$ cat config.mk
export PLATFORM = sky130hd
export DESIGN_NAME = mc_control
export DESIGN_NICKNAME = d
export VERILOG_FILES = /design/src/rtl/mips_pkg.sv /design/src/rtl/mc_ctrl_decode.sv /design/src/rtl/mc_control.sv
export SDC_FILE = /design/constraint.sdc
export NUM_CORES = 1
export LEC_CHECK = 0
export CAP_MARGIN = 0
export CORE_UTILIZATION = 30
export DETAILED_ROUTE_END_ITERATION = 10
export GPL_TIMING_DRIVEN = 0
export HOLD_SLACK_MARGIN = 0.1
export PLACE_DENSITY_LB_ADDON = 0.1
export SYNTH_ARGS = -nofsm -noshare
export SYNTH_HDL_FRONTEND = slang
export SYNTH_SLANG_ARGS = --single-unit
$ cat constraint.sdc
create_clock -name i_clk -period 2 [get_ports i_clk]
set_clock_uncertainty 0.15 [all_clocks]
set_input_delay 0.4 -clock i_clk [delete_from_list [all_inputs] [get_ports i_clk]]
set_output_delay 0.4 -clock i_clk [all_outputs]
set_load 0.05 [all_outputs]
$ cat src/rtl/mips_pkg.sv
// Shared definitions for the multi-cycle MIPS core: opcodes, controller state
// encoding and datapath mux-select codes. The ALU control decoder reuses the
// opcode constants, so keep them in step with the ISA.
package mips_pkg;

  // Primary opcode field values
  localparam logic [5:0] OP_RTYPE = 6'h00;
  localparam logic [5:0] OP_J     = 6'h02;
  localparam logic [5:0] OP_BEQ   = 6'h04;
  localparam logic [5:0] OP_BNE   = 6'h05;
  localparam logic [5:0] OP_ADDI  = 6'h08;
  localparam logic [5:0] OP_ADDIU = 6'h09;
  localparam logic [5:0] OP_ANDI  = 6'h0C;
  localparam logic [5:0] OP_ORI   = 6'h0D;
  localparam logic [5:0] OP_XORI  = 6'h0E;
  localparam logic [5:0] OP_LUI   = 6'h0F;
  localparam logic [5:0] OP_LW    = 6'h23;
  localparam logic [5:0] OP_SW    = 6'h2B;

  // ALU-op codes that are not simply the instruction opcode
  localparam logic [5:0] ALUOP_ADD   = 6'h08;
  localparam logic [5:0] ALUOP_RTYPE = 6'h00;

  // Controller state encoding (also exported on o_state for debug)
  localparam logic [3:0] S_IDLE   = 4'd0;
  localparam logic [3:0] S_FETCH  = 4'd1;
  localparam logic [3:0] S_DECODE = 4'd2;
  localparam logic [3:0] S_REXEC  = 4'd3;
  localparam logic [3:0] S_RWB    = 4'd4;
  localparam logic [3:0] S_IEXEC  = 4'd5;
  localparam logic [3:0] S_IWB    = 4'd6;
  localparam logic [3:0] S_MEMADR = 4'd7;
  localparam logic [3:0] S_MEMRD  = 4'd8;
  localparam logic [3:0] S_MEMWB  = 4'd9;
  localparam logic [3:0] S_MEMWR  = 4'd10;
  localparam logic [3:0] S_BRANCH = 4'd11;
  localparam logic [3:0] S_JUMP   = 4'd12;
  localparam logic [3:0] S_TRAP   = 4'd13;

  // Datapath mux selects
  localparam logic       SRCA_PC      = 1'b0;
  localparam logic       SRCA_REG     = 1'b1;
  localparam logic [1:0] SRCB_REG     = 2'b00;
  localparam logic [1:0] SRCB_FOUR    = 2'b01;
  localparam logic [1:0] SRCB_IMM     = 2'b10;
  localparam logic [1:0] SRCB_BRANCH  = 2'b11;
  localparam logic [1:0] PCSRC_ALU    = 2'b00;
  localparam logic [1:0] PCSRC_ALUOUT = 2'b01;
  localparam logic [1:0] PCSRC_JUMP   = 2'b10;
  localparam logic       IORD_PC      = 1'b0;
  localparam logic       IORD_ALUOUT  = 1'b1;

  // Logical immediates are zero-extended, everything else sign-extended
  function automatic logic is_zero_ext(input logic [5:0] op);
    return (op == OP_ANDI) || (op == OP_ORI) || (op == OP_XORI);
  endfunction

endpackage

$ cat src/rtl/mc_ctrl_decode.sv
// Opcode classifier for the multi-cycle controller: picks the state that
// follows DECODE and flags zero-extended immediates.
// Build option: MC_CTRL_ILLEGAL_TRAP_EN sends unknown opcodes to TRAP
// instead of treating them as a NOP.
module mc_ctrl_decode
  import mips_pkg::*;
(
  input  logic [5:0] opcode,
  output logic [3:0] next_state,
  output logic       zero_ext
);

  // Map the opcode to its execute-phase entry state
  always_comb begin
    zero_ext = is_zero_ext(opcode);
    case (opcode)
      OP_RTYPE:                          next_state = S_REXEC;
      OP_ADDI, OP_ADDIU, OP_ANDI,
      OP_ORI, OP_XORI, OP_LUI:           next_state = S_IEXEC;
      OP_LW, OP_SW:                      next_state = S_MEMADR;
      OP_BEQ, OP_BNE:                    next_state = S_BRANCH;
      OP_J:                              next_state = S_JUMP;
`ifdef MC_CTRL_ILLEGAL_TRAP_EN
      default:                           next_state = S_TRAP;
`else
      default:                           next_state = S_FETCH;
`endif
    endcase
  end

endmodule

$ cat src/rtl/mc_control.sv
// Multi-cycle main controller: a Moore FSM sequencing fetch, decode, execute,
// memory and write-back over a shared ALU / memory port. Outputs decode from
// the state register; only the FETCH IR/PC loads follow i_memReady directly.
// Build option: MC_CTRL_ILLEGAL_TRAP_EN adds the TRAP state and o_illegal.
module mc_control
  import mips_pkg::*;
(
  input  logic       i_clk,
  input  logic       i_rst_n,
  input  logic [5:0] i_opcode,
  input  logic       i_memReady,
  output logic [5:0] o_aluOp,
  output logic       o_aluSrcA,
  output logic [1:0] o_aluSrcB,
  output logic       o_zeroExt,
  output logic [1:0] o_pcSrc,
  output logic       o_pcWrite,
  output logic       o_pcWriteCond,
  output logic       o_pcWriteCondNe,
  output logic       o_iorD,
  output logic       o_memRead,
  output logic       o_memWrite,
  output logic       o_irWrite,
  output logic       o_regDst,
  output logic       o_memToReg,
  output logic       o_regWrite,
`ifdef MC_CTRL_ILLEGAL_TRAP_EN
  output logic       o_illegal,
`endif
  output logic [3:0] o_state
);

  logic [3:0] state_reg;
  logic [3:0] state_next;
  logic [3:0] decode_next;
  logic       decode_zero_ext;

  mc_ctrl_decode u_decode (
    .opcode     (i_opcode),
    .next_state (decode_next),
    .zero_ext   (decode_zero_ext)
  );

  // State register; reset wins over any pending transition or memory wait
  always_ff @(posedge i_clk) begin
    if (!i_rst_n) state_reg <= S_IDLE;
    else          state_reg <= state_next;
  end

  // Next-state logic; i_memReady only matters in the three memory states
  always_comb begin
    state_next = S_IDLE;
    case (state_reg)
      S_IDLE:   state_next = S_FETCH;
      S_FETCH:  state_next = i_memReady ? S_DECODE : S_FETCH;
      S_DECODE: state_next = decode_next;
      S_REXEC:  state_next = S_RWB;
      S_RWB:    state_next = S_FETCH;
      S_IEXEC:  state_next = S_IWB;
      S_IWB:    state_next = S_FETCH;
      S_MEMADR: state_next = (i_opcode == OP_LW) ? S_MEMRD : S_MEMWR;
      S_MEMRD:  state_next = i_memReady ? S_MEMWB : S_MEMRD;
      S_MEMWB:  state_next = S_FETCH;
      S_MEMWR:  state_next = i_memReady ? S_FETCH : S_MEMWR;
      S_BRANCH: state_next = S_FETCH;
      S_JUMP:   state_next = S_FETCH;
`ifdef MC_CTRL_ILLEGAL_TRAP_EN
      S_TRAP:   state_next = S_TRAP;
`endif
      default:  state_next = S_IDLE;
    endcase
  end

  // Per-state control outputs; anything not named for a state stays 0
  always_comb begin
    o_aluOp         = 6'h00;
    o_aluSrcA       = SRCA_PC;
    o_aluSrcB       = SRCB_REG;
    o_zeroExt       = 1'b0;
    o_pcSrc         = PCSRC_ALU;
    o_pcWrite       = 1'b0;
    o_pcWriteCond   = 1'b0;
    o_pcWriteCondNe = 1'b0;
    o_iorD          = IORD_PC;
    o_memRead       = 1'b0;
    o_memWrite      = 1'b0;
    o_irWrite       = 1'b0;
    o_regDst        = 1'b0;
    o_memToReg      = 1'b0;
    o_regWrite      = 1'b0;
    case (state_reg)
      S_FETCH: begin
        o_memRead = 1'b1;
        o_aluSrcB = SRCB_FOUR;
        o_aluOp   = ALUOP_ADD;
        // IR load and PC+4 commit only when the fetch actually completes
        o_irWrite = i_memReady;
        o_pcWrite = i_memReady;
      end
      S_DECODE: begin
        // Branch target precomputed into ALUOut while the opcode is decoded
        o_aluSrcB = SRCB_BRANCH;
        o_aluOp   = ALUOP_ADD;
      end
      S_REXEC: begin
        o_aluSrcA = SRCA_REG;
        o_aluOp   = ALUOP_RTYPE;
      end
      S_RWB: begin
        o_aluOp    = ALUOP_RTYPE;
        o_regDst   = 1'b1;
        o_regWrite = 1'b1;
      end
      S_IEXEC: begin
        o_aluSrcA = SRCA_REG;
        o_aluSrcB = SRCB_IMM;
        o_aluOp   = i_opcode;
        o_zeroExt = decode_zero_ext;
      end
      S_IWB: o_regWrite = 1'b1;
      S_MEMADR: begin
        o_aluSrcA = SRCA_REG;
        o_aluSrcB = SRCB_IMM;
        o_aluOp   = i_opcode;
      end
      S_MEMRD: begin
        o_iorD    = IORD_ALUOUT;
        o_memRead = 1'b1;
      end
      S_MEMWB: begin
        o_memToReg = 1'b1;
        o_regWrite = 1'b1;
      end
      S_MEMWR: begin
        o_iorD     = IORD_ALUOUT;
        o_memWrite = 1'b1;
      end
      S_BRANCH: begin
        o_aluSrcA       = SRCA_REG;
        o_aluOp         = i_opcode;
        o_pcSrc         = PCSRC_ALUOUT;
        o_pcWriteCond   = (i_opcode == OP_BEQ);
        o_pcWriteCondNe = (i_opcode == OP_BNE);
      end
      S_JUMP: begin
        o_pcSrc   = PCSRC_JUMP;
        o_pcWrite = 1'b1;
      end
      default: ;
    endcase
  end

  assign o_state = state_reg;

`ifdef MC_CTRL_ILLEGAL_TRAP_EN
  assign o_illegal = (state_reg == S_TRAP);
`endif

endmodule

==> results of run 1 <==
-- cell type report --
cell class,instances,share of cell area (%)
Timing Repair Buffer,56,34.47
Sequential cell,4,6.501
Buffer,7,5.817
Clock buffer,3,1.540
Tap cell,25,2.139
Multi-Input combinational cell,75,47.90
Inverter,5,1.625
-- repair_timing --
action / CTS / global route
buffers inserted: 14 / 9
hold buffers: 0 / 0
setup endpoints to repair: 23 / 15
cloned: 0 / 0
pin swaps: 6 / 6
resized for setup: 168 / 36
-- cell usage after synthesis (2+ instances only) --
master / count / area (µm²)
nor2_1: 8 / 30.03
nor3_1: 8 / 40.04
a21oi_1: 7 / 35.03
nand2_1: 6 / 22.52
and2_1: 5 / 31.28
nand2b_1: 5 / 31.28
clkbuf_1: 4 / 15.01
dfxtp_1: 4 / 80.08
inv_1: 4 / 15.01
nor4_1: 4 / 25.02
nor2b_1: 3 / 18.77
o21ai_0: 3 / 15.01
buf_2: 2 / 10.01
nand3b_1: 2 / 15.01
o21ai_1: 2 / 10.01
o22ai_1: 2 / 12.51
o32a_1: 2 / 20.02
or2_1: 2 / 12.51
-- metal layers --
metal,share of wire [%],global-route usage (%)
met1,40,26.70
met2,53,43.61
met3,4.1,3.922
met4,2.8,15.88
met5,0,0
-- placed cells by master (no fill, tap or decap), drive strengths merged, types with 2 or more instances in the layout --
| cell type | n |
|---|---|
| nand2b | 5 |
| a21oi | 7 |
| nor3 | 8 |
| nor2b | 3 |
| o22ai | 2 |
| clkbuf | 7 |
| or2 | 2 |
| dfxtp | 4 |
| o21ai | 5 |
| inv | 5 |
| nand2 | 6 |
| nand3b | 2 |
| o32a | 2 |
| clkdlybuf4s15 | 2 |
| buf | 50 |
| o41ai | 2 |
| nor4 | 4 |
| dlygate4sd2 | 3 |
| clkdlybuf4s50 | 3 |
| and2 | 5 |
| nor2 | 8 |
-- cells by family (layout without fill, tap and decap cells) --
kind of cell              Yosys count  in the layout  share of synthesized area (%)
and+or+nand+nor                    48             48                          44.94
AOI/OAI and AO/OA                  24             24                          27.43
buffers and inverters              13             71                          9.281
DFF                                 4              4                          13.50
xor gates and xnor gates            2              2                          2.954
muxes                               1              1                          1.899
-- metrics by stage --
step / instances / utilization, % / setup TNS, ps
floorplan: 92 / - / -1412
global placement: 150 / 63.72 / -14540
detailed placement: 150 / 63.72 / -14950
CTS: 166 / 74.53 / -192.7
global route: 175 / 82.04 / -723.0
finish: 175 / 82.04 / -264.5
-- path summary, 6_finish.rpt --
check / start / endpoint / slack [ps] / cells past startpoint
worst max-delay path: o_state[1] / o_pcWriteCondNe / -100 / 4
worst min-delay path: i_opcode[4] / o_state[1] / 440 / 4
worst max register to register: o_state[1] / o_state[0] / 140 / 5
worst min register to register: o_state[2] / o_state[2] / 540 / 3
-- where the power goes --
part           internal (W)  switching, W
Combinational      0.000114      0.000156
Clock             0.0000668     0.0000279
Sequential        0.0000809    0.00000458
Total              0.000262      0.000188
-- worst max-delay path: stages, from the launching register on --
cell and delay (ps):
dfxtp_4 330, buf_6 110, or4b_4 510, nor4_4 180, buf_6 190
==> results.md, run 1 <==
* Status: complete, but fails checks
* Pre-CTS setup slack at -1212 ps
* Initial Utilization at 33.26%
* Final #Nets at between 150 and 200
* Yosys warnings at 0
* Asr flop ratio synth at 0%
* Gp weighted congestion at 0.8637
* Mapped Cells at 92
* Dominant synthesized flop cell: dfxtp_1
* CP Max Fanout at 5
* Multi-input logic area at approximately 700 µm²
* Area growth, synth to finish at 146.6%
* Vias in the first global route at about 830
* Core Area at between 0.0015 and 0.002 mm²
* CP Capture Type: output pin
* Period utilisation layout at 105.2%
* Fmax at 475.2 MHz
* Area after DPL at 0.001136 mm²
* Number of flops mapped to enable cells by yosys at 0
* TritonCTS clock tree: yes
* Post-route ant nets at 0
* WP data arrival at between 1500 and 2000 ps
* First-pass GRT wire length at 3.719 mm
* DIE HEIGHT at 46.46 µm
* TritonCTS buffer count at 3
* WL final at 2.756 mm
* Final WS setup at -104.5 ps
* Final instance area at 0.001463 mm²
* HP Class: in -> reg
* Yosys reg bits at 4
* Register area at 95.09 µm²
* Flip-flop count of the largest register after layout at 4
* Clk Latency, worst-skew pair at 230 ps
* H-Tree Depth at 1
* Proportion of layout cells with a drive suffix above 1 at around two thirds
* Root Driver: clkbuf_4
* Kind of critical path: reg -> out
* RSZ-0062 raised after global routing: yes
* Slew Limit Fails at 0
* Mapped Area at around 590 µm²
* Failing checks: setup timing
* Row count at 15
* P per Cell Area at ~310 mW/mm²
* DRT iter0 DRCs at 10
* DR vias/cell at between 5 and 6
* CTS clk-pin slew, worst paths at 30 ps
* Leakage at between 0.6 and 0.7 nW
* Startpoint types: flop
* Worst-case clock buffer depth at 2
* DIE AREA at between 0.002 and 0.0025 mm²
* Grt total ovfl at 0
* Maxcap violations at 0
* Total power at approximately 0.00045 W
* Worst-margin pin slew at a little over 500 ps
* Diodes inserted at 0
* Drt pass-1 iters at 4
* Worst hold slack at 442.0 ps
* DR vias at 964
* Syn Area/Cell at about 6.4 µm²
* Final Hold Vio Count at 0
* CP required at 1450 ps
* Post-Syn Nets at 101
* Final HPWL DP at between 1.5 and 2 mm
* Final Setup Violations at 6
* Die Wd at between 40 and 50 µm
* Min Tclk post-route at 2105 ps
* Per-cell routed wire length at ~16 µm
* GR Util All Layers at 24.70%
* Antenna violations before repair at 0
* CTS Sinks at 4
* Slew HR at roughly two thirds
* VDD IR max at approximately 0.35 mV
* DRC Markers at 0
* Distinct cells, synth at 37
* Largest net degree at the start of global routing at 11
* Post-synthesis sequential area ratio at a little over an eighth
* Num ports at 35
* PortBufs at 33
* Fillers at roughly 110
No activity file was read; power rests on OpenSTA's default activity.
==> inputs of run 2 (changes only) <==
--- a/config.mk
+++ b/config.mk
@@ -6,6 +6,7 @@
 export NUM_CORES = 1
 export LEC_CHECK = 0
 export CAP_MARGIN = 0
+export CORE_MARGIN = 2
 export CORE_UTILIZATION = 30
 export DETAILED_ROUTE_END_ITERATION = 10
 export GPL_TIMING_DRIVEN = 0
==> results.md, run 2 (synthesized netlist as in run 1, its figures left out) <==
* Status: complete, but fails checks
* Failing checks: setup timing
* Final Setup Violations at 3
* Period utilisation layout at 104.8%
* Antenna violations before repair at 0
* Worst hold slack at ~410 ps
* TritonCTS buffer count at 3
* Critical-path top delay cell: or4b_4
* Flop pwr share at 20.0%
* Slew HR at between 60% and 70%
* Final Hold Vio Count at 0
* Sw frac at about 43%
* Initial Utilization at between 30 and 40%
* H-Tree Depth at 1
* Grt total ovfl at 0
* Startpoint types: flop
* DRT iter0 DRCs at 27
* Flip-flop count of the largest register after layout at 4
* Post-layout util at ~69%
* CP Capture Type: output pin
* P per Cell Area at ~320 mW/mm²
* Worst path max stage delay at around 500 ps
* Num ports at 35
* Psw at 0.0001837 W
* Area growth, synth to finish at 124.3%
* Leakage at between 0.5 and 0.6 nW
* Worst Path Buf+Inv at 2
* Drt pass-1 iters at 4
* Final WS setup at -96.74 ps
* Register area at 95.09 µm²
* DR vias at 908
* Clk Latency, worst-skew pair at 240 ps
* Multi-input logic area at ~680 µm²
* First-pass GRT wire length at 3.712 mm
* VDD IR max at between 0.2 and 0.3 mV
* Per-cell routed wire length at roughly 14 µm
* Fillers at roughly 160
* Final #Nets at between 150 and 200
* Post-route ant nets at 0
* Kind of critical path: reg -> out
* Root Driver: clkbuf_4
* CTS Hold Bufs at 0
* Clock share of power at 23.8%
* Worst-case clock buffer depth at 2
* Commonest non-fill, non-tap cells in the layout: buf_4 (16), buf_6 (10), buf_2 (8), nand2_1 (6)
* PortBufs at 33
* TritonCTS clock tree: yes
* Row count at 16
* RSZ-0062 raised after global routing: yes
* Worst-margin pin slew at slightly above 500 ps
* Core Area at between 0.0015 and 0.002 mm²
* Int Pwr at 0.0002425 W
* CTS Sinks at 4
* Largest net degree at the start of global routing at 11
* Crit-path cells: buf_8, or4b_4, nor4_4, buf_6
* Placed cell count at 152
* Gp weighted congestion at ~0.82
* DRC Markers at 0
* Slew Limit Fails at 0
* Proportion of layout cells with a drive suffix above 1 at 62.86%
* WP data arrival at about 1600 ps
* HP Class: in -> reg
* DIE HEIGHT at slightly below 50 µm
* Fmax at between 400 and 500 MHz
* Die Wd at 48.46 µm
* Combinational share of power at 56.2%
* Layout Cells excl Fill at 167
* Min Tclk post-route at between 2000 and 2500 ps
* CTS clk-pin slew, worst paths at ~40 ps
* Final HPWL DP at ~1.5 mm
* Crit path max-delay family: simple AND/OR/NAND/NOR gates
* Most common cell after layout, fill and taps aside: buf_4
* Maxcap violations at 0
* Diodes inserted at 0
* Vias in the first global route at around 800
* CP Max Fanout at 6
* DR vias/cell at between 5 and 6
* WL final at 2.397 mm
* CP required at approximately 1500 ps
* Pre-CTS setup slack at -1210 ps
* GR Util All Layers at approximately a fifth
* DIE AREA at between 0.002 and 0.0025 mm²
## run 2: final timing paths
check,startpoint,to,slack [ps],cells past startpoint
max,o_state[1],o_pcWriteCond,-100,4
min,i_opcode[1],o_state[1],410,4
max reg2reg,o_state[1],o_state[0],200,5
min reg2reg,o_state[3],o_state[2],480,3
## run 2: worst min-delay path, cell delays in order
cell and delay (ps):
clkbuf_2 140, o41ai_1 90, nand2_1 60, a21oi_1 60
## run 2: power groups by stage
| stage | combinational [W] | sequential, W | clock, W |
|---|---|---|---|
| global route | 0.000252 | 0.0000855 | 0.000110 |
| CTS | 0.000223 | 0.0000846 | 0.000106 |
| detailed placement | 0.000215 | 0.0000837 | 0 |
| finish | 0.000239 | 0.0000852 | 0.000102 |
| global placement | 0.000214 | 0.0000838 | 0 |
| floorplan | 0.000138 | 0.0000961 | 0 |
## run 2: what timing repair did
action	in CTS	in global routing
pin swaps	6	5
cloned	0	0
setup endpoints to repair	23	17
buffers inserted	8	5
gates resized for setup	158	29
## run 2: through the flow
| stage | power, W | area, µm² | setup TNS [ps] |
|---|---|---|---|
| after floorplan | 0.0002337 | 774.5 | -1412 |
| after global placement | 0.0002981 | 1139 | -14670 |
| after detailed placement | 0.0002984 | 1139 | -14680 |
| after CTS | 0.0004129 | 1234 | -641.5 |
| after global routing | 0.0004482 | 1330 | -503.6 |
| final | 0.0004261 | 1330 | -202.7 |
## run 2: per-layer routing
layer | vias to the layer above | global-route usage, % | routed length (µm)
li1 | 435 | - | -
met1 | 418 | 23.99 | 949
met2 | 47 | 32.64 | 1222
met3 | 8 | 3.704 | 158
met4 | 0 | 12.86 | 66
met5 | - | 0 | 0
## run 2: layout make-up
| class | count | area share [%] |
|---|---|---|
| clock buffer | 3 | 1.693 |
| tap | 27 | 2.540 |
| inverter | 5 | 1.787 |
| sequential | 4 | 7.150 |
| multi-input combinational | 75 | 50.89 |
| timing repair buffer | 46 | 30.29 |
| buffer | 7 | 5.644 |
==> inputs of run 3 (changes only) <==
==> constraint.sdc (replaced) <==
create_clock -name i_clk -period 2 [get_ports i_clk]
set_clock_uncertainty 0.15 [all_clocks]
set_input_delay 0.6 -clock i_clk [delete_from_list [all_inputs] [get_ports i_clk]]
set_output_delay 0.6 -clock i_clk [all_outputs]
set_load 0.05 [all_outputs]
==> results.md, run 3 <==
* Number of flops mapped to enable cells by yosys at 0
* Die Wd at 48.46 µm
* Synth top area cells: dfxtp_1 (14%), nor3_1 (6.8%), a21oi_1 (5.9%)
* Mapped Cells at 92
* Syn Area/Cell at approximately 6.4 µm²
* Dominant synthesized flop cell: dfxtp_1
* Area after DPL at between 0.001 and 0.0015 mm²
* Num ports at 35
* CTS Sinks at 4
* Post-Syn Nets at roughly 100
* Mapped Area at about 600 µm²
* Post-synthesis sequential area ratio at a little over an eighth
* Gp weighted congestion at approximately 0.81
* Worst-case clock buffer depth at 2
* PortBufs at 33
* Post-CTS setup buffers at 36
* Tool error: [ERROR DPL-0033] detailed placement checks failed during check placement.
* Row count at 16
* Yosys warnings at 0
* Top-area cell type share of the netlist area at 13.50%
* H-Tree Depth at 1
* Status: stopped before the end
* Placed cell count at 152
* Distinct cells, synth at 37
* Stopped at: 4_1_cts
* Yosys reg bits at 4
* CTS Hold Bufs at 0
* TritonCTS buffer count at 3
* Root Driver: clkbuf_4
* Most frequent cells after synthesis: nor2_1 (8), nor3_1 (8), a21oi_1 (7), nand2_1 (6)
* Final HPWL DP at ~1.8 mm
* Asr flop ratio synth at 0%
* DIE HEIGHT at between 40 and 50 µm
* Initial Utilization at a little under a third
* Area leader, netlist: dfxtp_1
* Post_cts resized at about 220
-- run 3: cell counts after synthesis --
Identical to the previous run, type by type.
-- run 3: cell families after synthesis --
| kind of cell | share of synthesized area, % |
|---|---|
| AO/OA/AOI/OAI | 27.43 |
| multiplexers | 1.899 |
| flip-flops | 13.50 |
| buffers and inverters | 9.281 |
| AND/OR/NAND/NOR | 44.94 |
| XOR/XNOR | 2.954 |
-- run 3: through the flow --
step           utilization [%]  worst slack (ps)
2_1_floorplan                -            -594.4
3_3_place_gp             67.64             -1596
3_5_place_dp             67.64             -1645
==> inputs of run 4 (changes only) <==
--- a/config.mk
+++ b/config.mk
@@ -6,12 +6,11 @@
 export NUM_CORES = 1
 export LEC_CHECK = 0
 export CAP_MARGIN = 0
-export CORE_MARGIN = 2
-export CORE_UTILIZATION = 30
+export CORE_AREA = 2 2 63 65
 export DETAILED_ROUTE_END_ITERATION = 10
+export DIE_AREA = 0 0 65 67
 export GPL_TIMING_DRIVEN = 0
-export HOLD_SLACK_MARGIN = 0.1
-export PLACE_DENSITY_LB_ADDON = 0.1
+export PLACE_DENSITY_LB_ADDON = 0.15
 export SYNTH_ARGS = -nofsm -noshare
 export SYNTH_HDL_FRONTEND = slang
 export SYNTH_SLANG_ARGS = --single-unit
==> results.md, run 4 (synthesized netlist as in run 1, its figures left out) <==
* Final Setup Violations at 18
* Row count at 22
* DRT iter0 DRCs at 27
* Per-cell routed wire length at around 14 µm
* H-Tree Depth at 1
* WP data arrival at approximately 1600 ps
* Clk Latency, worst-skew pair at around 220 ps
* Drt pass-1 iters at 4
* VDD IR max at 0.1255 mV
* Gp weighted congestion at about 0.83
* Grt total ovfl at 0
* Final #Nets at about 160
* Min Tclk post-route at approximately 2400 ps
* Die Wd at about 65 µm
* TritonCTS buffer count at 3
* Crit-path cells: buf_8, or4b_4, nor4_4, buf_6
* RSZ-0062 raised after global routing: yes
* Most common cell after layout, fill and taps aside: buf_6
* Status: complete, but fails checks
* DIE AREA at about 0.0044 mm²
* Worst-case clock buffer depth at 2
* Final Hold Vio Count at 0
* Post-route ant nets at 0
* CTS Sinks at 4
* Period utilisation layout at 119.2%
* HP Class: reg -> reg
* Critical-path top delay cell: or4b_4
* Fillers at 341
* Antenna violations before repair at 0
* WL final at 2.795 mm
* TritonCTS clock tree: yes
* Final HPWL DP at approximately 1.9 mm
* Area growth, synth to finish at 190.3%
* DR vias at about 940
* Flip-flop count of the largest register after layout at 4
* Worst hold slack at around 540 ps
* Area after DPL at approximately 0.0013 mm²
* Vias in the first global route at between 900 and 1,000
* CP Max Fanout at 3
* Proportion of layout cells with a drive suffix above 1 at a little over two thirds
* First-pass GRT wire length at between 4 and 5 mm
* DR vias/cell at between 4 and 5
* Diodes inserted at 0
* Leakage at just over 0.7 nW
* Core Area at 0.003606 mm²
* Failing checks: setup timing
* GR Util All Layers at 13.89%
* CTS clk-pin slew, worst paths at roughly 30 ps
* Fmax at about 420 MHz
* CTS Hold Bufs at 0
* DRC Markers at 0
* DIE HEIGHT at 67 µm
* PortBufs at 33
* Largest net degree at the start of global routing at 11
* CP Capture Type: output pin
* Maxcap violations at 0
* CP required at 1250 ps
* Root Driver: clkbuf_8
* Worst-margin pin slew at around 490 ps
* Initial Utilization at between 10% and 20%
* Commonest non-fill, non-tap cells in the layout: buf_6 (23), buf_8 (14), buf_4 (13)
* Final instance area at around 0.0017 mm²
* P per Cell Area at approximately 310 mW/mm²
* Slew HR at 67.33%
* Final WS setup at -383.2 ps
* Kind of critical path: in -> out
* Slew Limit Fails at 0
* Startpoint types: input pin
* Worst path max stage delay at around 580 ps
* Num ports at 35
* Pre-CTS setup slack at -1652 ps
[run 4: through the flow]
step,util [%],cells,power (W),setup TNS (ps)
6_report,47.74,199,0.0005369,-3236
2_1_floorplan,-,92,0.0002679,-2395
3_5_place_dp,36.78,173,0.0003383,-19250
3_3_place_gp,36.78,173,0.0003376,-19180
5_1_grt,47.74,199,0.0005649,-4167
4_1_cts,44.07,190,0.0005369,-3070
[run 4: critical path, delay by kind of cell]
kind,cells,cell delay [ps]
buffers and inverters,2,280
AND/OR/NAND/NOR,2,750
[run 4: final timing paths]
kind,from,to,slack [ps],depth (start not counted)
max reg2reg,o_state[1],o_state[0],180,4
min reg2reg,o_state[3],o_state[0],540,3
min,o_state[3],o_state[0],540,3
max,i_opcode[3],o_pcWriteCond,-380,4
[run 4: layout make-up]
cell class | instances | area, µm² | share of cell area [%]
multi-input cells | 75 | 752.0 | 43.68
repair buffers | 58 | 630.6 | 36.63
flip-flops and latches | 4 | 95.09 | 5.523
well taps | 48 | 60.06 | 3.488
clock buffers | 3 | 41.29 | 2.398
inverters | 5 | 18.77 | 1.090
plain buffers | 6 | 123.9 | 7.195
[run 4: report_power, final]
part,switching (W),internal (W),total [W]
clock,0.0000391,0.000128,0.000167
combinational,0.000149,0.000127,0.000276
sequential,0.0000128,0.0000813,0.0000941
total,0.000201,0.000336,0.000537
[run 4: what timing repair did]
action / in CTS / in global routing
gates resized for setup: 202 / 25
endpoints found under the setup margin: 28 / 21
endpoints found under the hold margin: 0 / 0
gates cloned: 1 / 0
pin swaps: 9 / 13
buffers inserted: 13 / 13
[run 4: layer usage]
metal  share of wire [%]  wire length, µm  global-route usage, %
met1                  44             1227                  18.85
met3                 3.4               96                  1.689
met4                 1.4               39                  3.989
met2                  51             1431                  22.94
met5                   0                0                      0
